## src/rtl/pool_stream_out_if.sv

```systemverilog
// Handshake/bus bundle for pool_stream_out: control, pooled-BRAM read port and output stream.
interface pool_stream_out_if #(
  parameter int CNT_BIT  = 31,
  parameter int DWIDTH_P = 56,
  parameter int AWIDTH   = 12
);
  logic                start_run_i;
  logic [CNT_BIT-1:0]  run_count_i;
  logic [DWIDTH_P-1:0] q_b1_i;
  logic                m_ready_i;
  logic                idle_o;
  logic                run_o;
  logic                done_o;
  logic [AWIDTH-1:0]   addr_b1_o;
  logic                ce_b1_o;
  logic                we_b1_o;
  logic                m_valid_o;
  logic [DWIDTH_P-1:0] m_data_o;
  logic                m_last_o;

  modport slave (
    input  start_run_i, run_count_i, q_b1_i, m_ready_i,
    output idle_o, run_o, done_o, addr_b1_o, ce_b1_o, we_b1_o,
           m_valid_o, m_data_o, m_last_o
  );

  modport master (
    output start_run_i, run_count_i, q_b1_i, m_ready_i,
    input  idle_o, run_o, done_o, addr_b1_o, ce_b1_o, we_b1_o,
           m_valid_o, m_data_o, m_last_o
  );
endinterface

```

## src/rtl/pool_stream_out.sv

```systemverilog
// Streams run_count pooled words from BRAM through a 2-entry credit-controlled FIFO.
// Optional macro POOL_STREAM_RELU_EN clamps negative signed lanes to zero at FIFO write.
module pool_stream_out #(
  parameter int CNT_BIT       = 31,
  parameter int DWIDTH_P      = 56,
  parameter int AWIDTH        = 12,
  parameter int IN_DATA_WIDTH = 8
) (
  input  logic               clk,
  input  logic               reset_n,
  pool_stream_out_if.slave   bus
);

`ifdef POOL_STREAM_RELU_EN
  localparam bit RELU_EN = 1'b1;
`else
  localparam bit RELU_EN = 1'b0;
`endif
  localparam int unsigned LANES = DWIDTH_P / IN_DATA_WIDTH;
  localparam logic [CNT_BIT-1:0] ONE = CNT_BIT'(1);

  typedef enum logic [1:0] {S_IDLE, S_RUN, S_DONE} state_t;

  state_t              r_state;
  state_t              w_next;
  logic [CNT_BIT-1:0]  r_count;
  logic [CNT_BIT-1:0]  r_rd_cnt;
  logic [CNT_BIT-1:0]  r_out_cnt;
  logic                r_inflight;
  logic [1:0]          r_fifo_cnt;
  logic                r_wr_ptr;
  logic                r_rd_ptr;
  logic [DWIDTH_P-1:0] r_fifo_mem [2];

  logic                w_valid;
  logic                w_pop;
  logic                w_push;
  logic                w_last;
  logic                w_credit_ok;
  logic                w_issue;
  logic                w_to_done;
  logic [DWIDTH_P-1:0] w_push_data;

  assign w_valid     = (r_fifo_cnt != 2'd0);
  assign w_pop       = w_valid & bus.m_ready_i;
  assign w_push      = r_inflight;
  assign w_last      = w_valid & (r_out_cnt == (r_count - ONE));
  // Buffered + in-flight words after this cycle's pop must leave room for one more read.
  assign w_credit_ok = ({1'b0, r_fifo_cnt} + {2'b00, r_inflight}) <= (3'd1 + {2'b00, w_pop});
  assign w_issue     = (r_state == S_RUN) && (r_rd_cnt < r_count) && w_credit_ok;
  assign w_to_done   = (w_next == S_DONE) && (r_state != S_DONE);

  always_ff @(posedge clk or negedge reset_n) begin
    if (!reset_n) r_state <= S_IDLE;
    else          r_state <= w_next;
  end

  always_comb begin
    w_next = r_state;
    unique case (r_state)
      S_IDLE:  if (bus.start_run_i) w_next = (bus.run_count_i != '0) ? S_RUN : S_DONE;
      S_RUN:   if (w_pop && w_last) w_next = S_DONE;
      S_DONE:  w_next = S_IDLE;
      default: w_next = S_IDLE;
    endcase
  end

  always_comb begin
    bus.idle_o = 1'b0;
    bus.run_o  = 1'b0;
    bus.done_o = 1'b0;
    unique case (r_state)
      S_IDLE:  bus.idle_o = 1'b1;
      S_RUN:   bus.run_o  = 1'b1;
      S_DONE:  bus.done_o = 1'b1;
      default: bus.idle_o = 1'b1;
    endcase
  end

  always_comb begin
    w_push_data = bus.q_b1_i;
    if (RELU_EN) begin
      for (int unsigned i = 0; i < LANES; i++) begin
        if (bus.q_b1_i[i*IN_DATA_WIDTH + IN_DATA_WIDTH - 1])
          w_push_data[i*IN_DATA_WIDTH +: IN_DATA_WIDTH] = '0;
      end
    end
  end

  always_ff @(posedge clk or negedge reset_n) begin
    if (!reset_n) begin
      r_count        <= '0;
      r_rd_cnt       <= '0;
      r_out_cnt      <= '0;
      r_inflight     <= 1'b0;
      r_fifo_cnt     <= '0;
      r_wr_ptr       <= 1'b0;
      r_rd_ptr       <= 1'b0;
      r_fifo_mem[0]  <= '0;
      r_fifo_mem[1]  <= '0;
    end else if (w_to_done) begin
      r_count        <= '0;
      r_rd_cnt       <= '0;
      r_out_cnt      <= '0;
      r_inflight     <= 1'b0;
      r_fifo_cnt     <= '0;
      r_wr_ptr       <= 1'b0;
      r_rd_ptr       <= 1'b0;
      r_fifo_mem[0]  <= '0;
      r_fifo_mem[1]  <= '0;
    end else begin
      if (r_state == S_IDLE && bus.start_run_i) begin
        r_count   <= bus.run_count_i;
        r_rd_cnt  <= '0;
        r_out_cnt <= '0;
      end
      if (w_issue) r_rd_cnt <= r_rd_cnt + ONE;
      r_inflight <= w_issue;
      if (w_push) begin
        r_fifo_mem[r_wr_ptr] <= w_push_data;
        r_wr_ptr             <= ~r_wr_ptr;
      end
      if (w_pop) begin
        r_rd_ptr  <= ~r_rd_ptr;
        r_out_cnt <= r_out_cnt + ONE;
      end
      unique case ({w_push, w_pop})
        2'b10:   r_fifo_cnt <= r_fifo_cnt + 2'd1;
        2'b01:   r_fifo_cnt <= r_fifo_cnt - 2'd1;
        default: r_fifo_cnt <= r_fifo_cnt;
      endcase
    end
  end

  // The read counter ends one past the last word; hold the address at count-1 then.
  assign bus.addr_b1_o = AWIDTH'(((r_rd_cnt == r_count) && (r_rd_cnt != '0)) ? (r_rd_cnt - ONE) : r_rd_cnt);
  assign bus.ce_b1_o   = w_issue;
  assign bus.we_b1_o   = 1'b0;
  assign bus.m_valid_o = w_valid;
  assign bus.m_data_o  = r_fifo_mem[r_rd_ptr];
  assign bus.m_last_o  = w_last;

endmodule

```

## src/flat_wrapper.sv

```systemverilog
// flat-port wrapper written by rule: the top's interface ports become plain ports
module pool_stream_out_flat 
#(
  parameter int CNT_BIT       = 31,
  parameter int DWIDTH_P      = 56,
  parameter int AWIDTH        = 12,
  parameter int IN_DATA_WIDTH = 8
)
  (clk, reset_n, bus_start_run_i, bus_run_count_i, bus_q_b1_i, bus_m_ready_i, bus_idle_o, bus_run_o, bus_done_o, bus_addr_b1_o, bus_ce_b1_o, bus_we_b1_o, bus_m_valid_o, bus_m_data_o, bus_m_last_o);
  pool_stream_out_if #(.CNT_BIT(CNT_BIT), .DWIDTH_P(DWIDTH_P), .AWIDTH(AWIDTH)) bus_i ();
  input  logic clk;
  input  logic reset_n;
  input wire logic [$bits(bus_i.start_run_i)-1:0] bus_start_run_i;
  input wire logic [$bits(bus_i.run_count_i)-1:0] bus_run_count_i;
  input wire logic [$bits(bus_i.q_b1_i)-1:0] bus_q_b1_i;
  input wire logic [$bits(bus_i.m_ready_i)-1:0] bus_m_ready_i;
  output wire logic [$bits(bus_i.idle_o)-1:0] bus_idle_o;
  output wire logic [$bits(bus_i.run_o)-1:0] bus_run_o;
  output wire logic [$bits(bus_i.done_o)-1:0] bus_done_o;
  output wire logic [$bits(bus_i.addr_b1_o)-1:0] bus_addr_b1_o;
  output wire logic [$bits(bus_i.ce_b1_o)-1:0] bus_ce_b1_o;
  output wire logic [$bits(bus_i.we_b1_o)-1:0] bus_we_b1_o;
  output wire logic [$bits(bus_i.m_valid_o)-1:0] bus_m_valid_o;
  output wire logic [$bits(bus_i.m_data_o)-1:0] bus_m_data_o;
  output wire logic [$bits(bus_i.m_last_o)-1:0] bus_m_last_o;
  assign bus_i.start_run_i = bus_start_run_i;
  assign bus_i.run_count_i = bus_run_count_i;
  assign bus_i.q_b1_i = bus_q_b1_i;
  assign bus_i.m_ready_i = bus_m_ready_i;
  assign bus_idle_o = bus_i.idle_o;
  assign bus_run_o = bus_i.run_o;
  assign bus_done_o = bus_i.done_o;
  assign bus_addr_b1_o = bus_i.addr_b1_o;
  assign bus_ce_b1_o = bus_i.ce_b1_o;
  assign bus_we_b1_o = bus_i.we_b1_o;
  assign bus_m_valid_o = bus_i.m_valid_o;
  assign bus_m_data_o = bus_i.m_data_o;
  assign bus_m_last_o = bus_i.m_last_o;
  pool_stream_out #(.CNT_BIT(CNT_BIT), .DWIDTH_P(DWIDTH_P), .AWIDTH(AWIDTH), .IN_DATA_WIDTH(IN_DATA_WIDTH)) u_core (.clk(clk), .reset_n(reset_n), .bus(bus_i));
endmodule
```

## config.mk

```make
export PLATFORM = sky130hd
export DESIGN_NAME = pool_stream_out_flat
export DESIGN_NICKNAME = d
export VERILOG_FILES = /design/src/rtl/pool_stream_out_if.sv /design/src/rtl/pool_stream_out.sv /design/src/flat_wrapper.sv
export SDC_FILE = /design/constraint.sdc
export NUM_CORES = 1
export LEC_CHECK = 0
export CELL_PAD_IN_SITES_DETAIL_PLACEMENT = 1
export CELL_PAD_IN_SITES_GLOBAL_PLACEMENT = 2
export CORE_ASPECT_RATIO = 1.2
export CORE_UTILIZATION = 37
export CTS_CLUSTER_SIZE = 28
export DETAILED_ROUTE_END_ITERATION = 7
export PLACE_DENSITY = 0.83
export SLEW_MARGIN = 20
export SYNTH_ARGS = -nofsm -noshare
export SYNTH_HDL_FRONTEND = slang
export SYNTH_SLANG_ARGS = --single-unit
```

## constraint.sdc

```tcl
create_clock -name clk -period 7.96 [get_ports clk]
set_input_delay 2.388 -clock clk [delete_from_list [all_inputs] [get_ports clk]]
set_output_delay 2.388 -clock clk [all_outputs]
set_load 0.03 [all_outputs]
```

==> results.md <==
* Routed Antenna Nets at 0
* RSZ-0062 raised after global routing: no
* Clk_skew at 0.0391 ns
* Die W at roughly 180 um
* Synthesized flop and latch total at around 210
* Most frequent cells after synthesis: dfrtp_1 (212), nor3_2 (178), mux2i_1 (145)
* Top-count cell post-synth: dfrtp_1
* Routed WL at around 42 mm
* CTS tree: built
* Hpwl dp at 28.6 mm
* Library cells used by synthesis at 64
* Setup tns final at 0 ns
* Leak at 8.02 nW
* CP max stage delay at 0.45 ns
* Placed Instances at between 2,000 and 2,500
* Total core area at 38,200 um^2
* Num Clock Sinks at roughly 210
* Final non-filler cell total at 2,056
* Worst slew pin tran at 1.16 ns
* Mapped cell area at 14,400 um^2
* Initial core utilization at 37.8%
* All-layer global routing usage at a little over a fifth
* Core Rows at 78
* Post-synthesis net count at about 1,600
* Required time of the critical path at 5.57 ns
* Antenna violations before repair at 4
* Wire length per cell at 20.5 um
* Die area at 39,800 um^2
* CP Class: in2out
* Num CTS Buffers at 26
* Clk_lat worst skew at 0.57 ns
* Top cell type's share of synthesized area at between 30% and 40%
* Drt pass-1 iters at 5
* Final slew viol count at 0
* # nets final at 1,650
* Worst hold-check path type: reg2reg
* Ranking of synthesized cells by area: dfrtp_1 (37%), nor3_2 (12%), mux2i_1 (10%)
* Syn Inst Count at roughly 1,400
* Number of global-route vias before repair at 12,609
* Post-layout minimum cycle time at between 7 and 8 ns
* Ratio of cells with drive above 1 in the final layout at about a fifth
* Number of synthesized flops with an enable pin at 0
* Area leader, netlist: dfrtp_1
* First-pass GRT wire length at 69.4 mm
* I/O pins at 166
* Vias per std cell at 5.58
* Final Cycle Share at 90.3%
* Critical Path, Cell by Cell: clkdlybuf4s50_1 -> nand2_1 -> buf_4 -> ha_1 -> o31a_1 -> a21oi_1 -> nor4b_1 -> nand4_1 -> or2_2 -> inv_1 -> buf_4
* Initial DRC Count at approximately 540
* CP Capture Type: primary output
* Crit path launch type: primary input
* Ys flop type: dfrtp_1
* Crit-path max FO at 47
* Cts hold-fix bufs at 0
* Worst slew margin at 22.9%
* CTS root buf: clkbuf_16
* Peak supply drop at 0.196 mV
* CTS H-tree lvls at 1
* Final setup violation count at 0
* Via count at 11,482
* Cts repair resizes at 0
* CP max-delay cell: clkdlybuf4s50_1
* Most used cell, CP: buf_4
* Grt ovf at 0
* GPL Wtd Cong at 0.858
* Worst EP arrival at 4.80 ns
* Final Hold Viols at 0
* PD cells at ~180 nW/um^2
* Synth-to-Final Area Change at 17.3%
* Ys Warns at 0
* Sequential share of the synthesized area at 36.8%
* Avg Cell Area, Syn at between 10 and 15 um^2
* Clk slew on worst S/H paths at 0.06 ns
* DRC Markers at 0
* Async S/R FF share, synth at 100%
* Status: finished, final reports clean
* Maximum number of pins on one net before global-route repair at 151
* Port Buf Inserts at 164
* F_max at 139 MHz
* # Max-Cap Violations at 0
* CTS max path bufs at 3
* Post-CTS setup buffers at 0
* Die Ht at between 200 and 250 um
worst max-delay path: cells and delay by family:
kind / cells / cell delay, ns
compound gates: 2 / 0.21
fa+ha+maj: 1 / 0.23
buf+inv: 4 / 1.13
simple gates: 4 / 0.83
metal layers:
metal / GRT usage (%) / wire, um / vias up
li1: - / - / 5387
met1: 26.3 / 17900 / 5794
met2: 37.7 / 20600 / 240
met3: 5.78 / 2780 / 55
met4: 5.91 / 857 / 6
met5: 0 / 39 / -
final timing paths:
path | startpoint | end | slack (ns) | depth (start not counted)
setup / recovery | bus_m_ready_i | bus_ce_b1_o | 0.77 | 11
hold / removal | u_core.r_fifo_mem[32] | u_core.r_fifo_mem[32] | 0.55 | 2
setup reg to reg | u_core.r_count[0] | u_core.r_rd_cnt[27] | 3.33 | 11
hold reg to reg | u_core.r_fifo_mem[32] | u_core.r_fifo_mem[32] | 0.55 | 2
max in group asynchronous | reset_n | u_core.r_fifo_mem[22] | 4.72 | 2
min in group asynchronous | reset_n | u_core.r_fifo_mem[10] | 1.83 | 1
report_power, final:
part	switching [mW]	internal, mW
combinational	0.399	0.349
sequential	0.0920	1.11
clock	0.476	0.666
total	0.967	2.12
sequential cells by signal (all words and copies together) (netlist names):
| signal | count |
|---|---|
| u_core.r_wr_ptr | 1 |
| u_core.r_state | 2 |
| u_core.r_fifo_cnt | 2 |
| u_core.r_fifo_mem | 112 |
| u_core.r_inflight | 1 |
| u_core.r_rd_cnt | 31 |
| u_core.r_out_cnt | 31 |
| u_core.r_count | 31 |
| u_core.r_rd_ptr | 1 |
layout make-up:
| type | instances | area (um^2) |
|---|---|---|
| inverters | 44 | 165 |
| well taps | 520 | 651 |
| flip-flops and latches | 212 | 5310 |
| multi-input cells | 1049 | 8180 |
| clock buffers | 42 | 741 |
| fillers | 4242 | 21200 |
| repair buffers | 183 | 1810 |
| diodes | 1 | 2.50 |
| clock inverters | 5 | 61.3 |
cell usage in the layout, fill, tap and decap left out, types with 5 or more instances in the layout:
cell	n
or4_1	5
nor3_1	35
a21oi_1	57
buf_4	18
and4_1	11
a311oi_1	5
or2_2	6
nor3_2	178
xor2_1	16
mux2_2	56
or3_1	22
o31ai_1	12
clkbuf_16	26
nor2_1	58
and2_1	12
nand3_1	33
ha_1	42
mux2i_1	145
o21ai_0	47
clkbuf_1	13
nand4_1	30
dfrtp_1	211
a211oi_1	26
clkdlybuf4s50_1	162
nand2_1	75
xnor2_1	35
inv_1	44
a31oi_1	18
nor4_1	30
and3_1	20
cell families after synthesis:
kind of cell	synth area share (%)
adder cells (fa/ha/maj)	3.78
other	0.0260
flip-flops	36.8
AO/OA/AOI/OAI	9.03
multiplexers	14.4
buffers and inverters	6.69
XOR/XNOR	3.10
AND/OR/NAND/NOR	26.2
per-stage QoR:
| step | utilization, % | power (mW) | hold slack [ns] | instance area (um^2) | setup WS (ns) |
|---|---|---|---|---|---|
| 3_5_place_dp | 42.2 | 1.97 | 0.544 | 16100 | 0.732 |
| 5_1_grt | 44.3 | 3.22 | 0.575 | 16900 | 0.525 |
| 4_1_cts | 44.3 | 3.14 | 0.557 | 16900 | 0.731 |
| 3_3_place_gp | 42.2 | 1.96 | 0.532 | 16100 | 0.744 |
| 2_1_floorplan | - | 1.64 | 0.517 | 14400 | 0.466 |
| 6_report | 44.3 | 3.09 | 0.548 | 16900 | 0.769 |
Note: power is estimated with default switching activity, not from simulation.
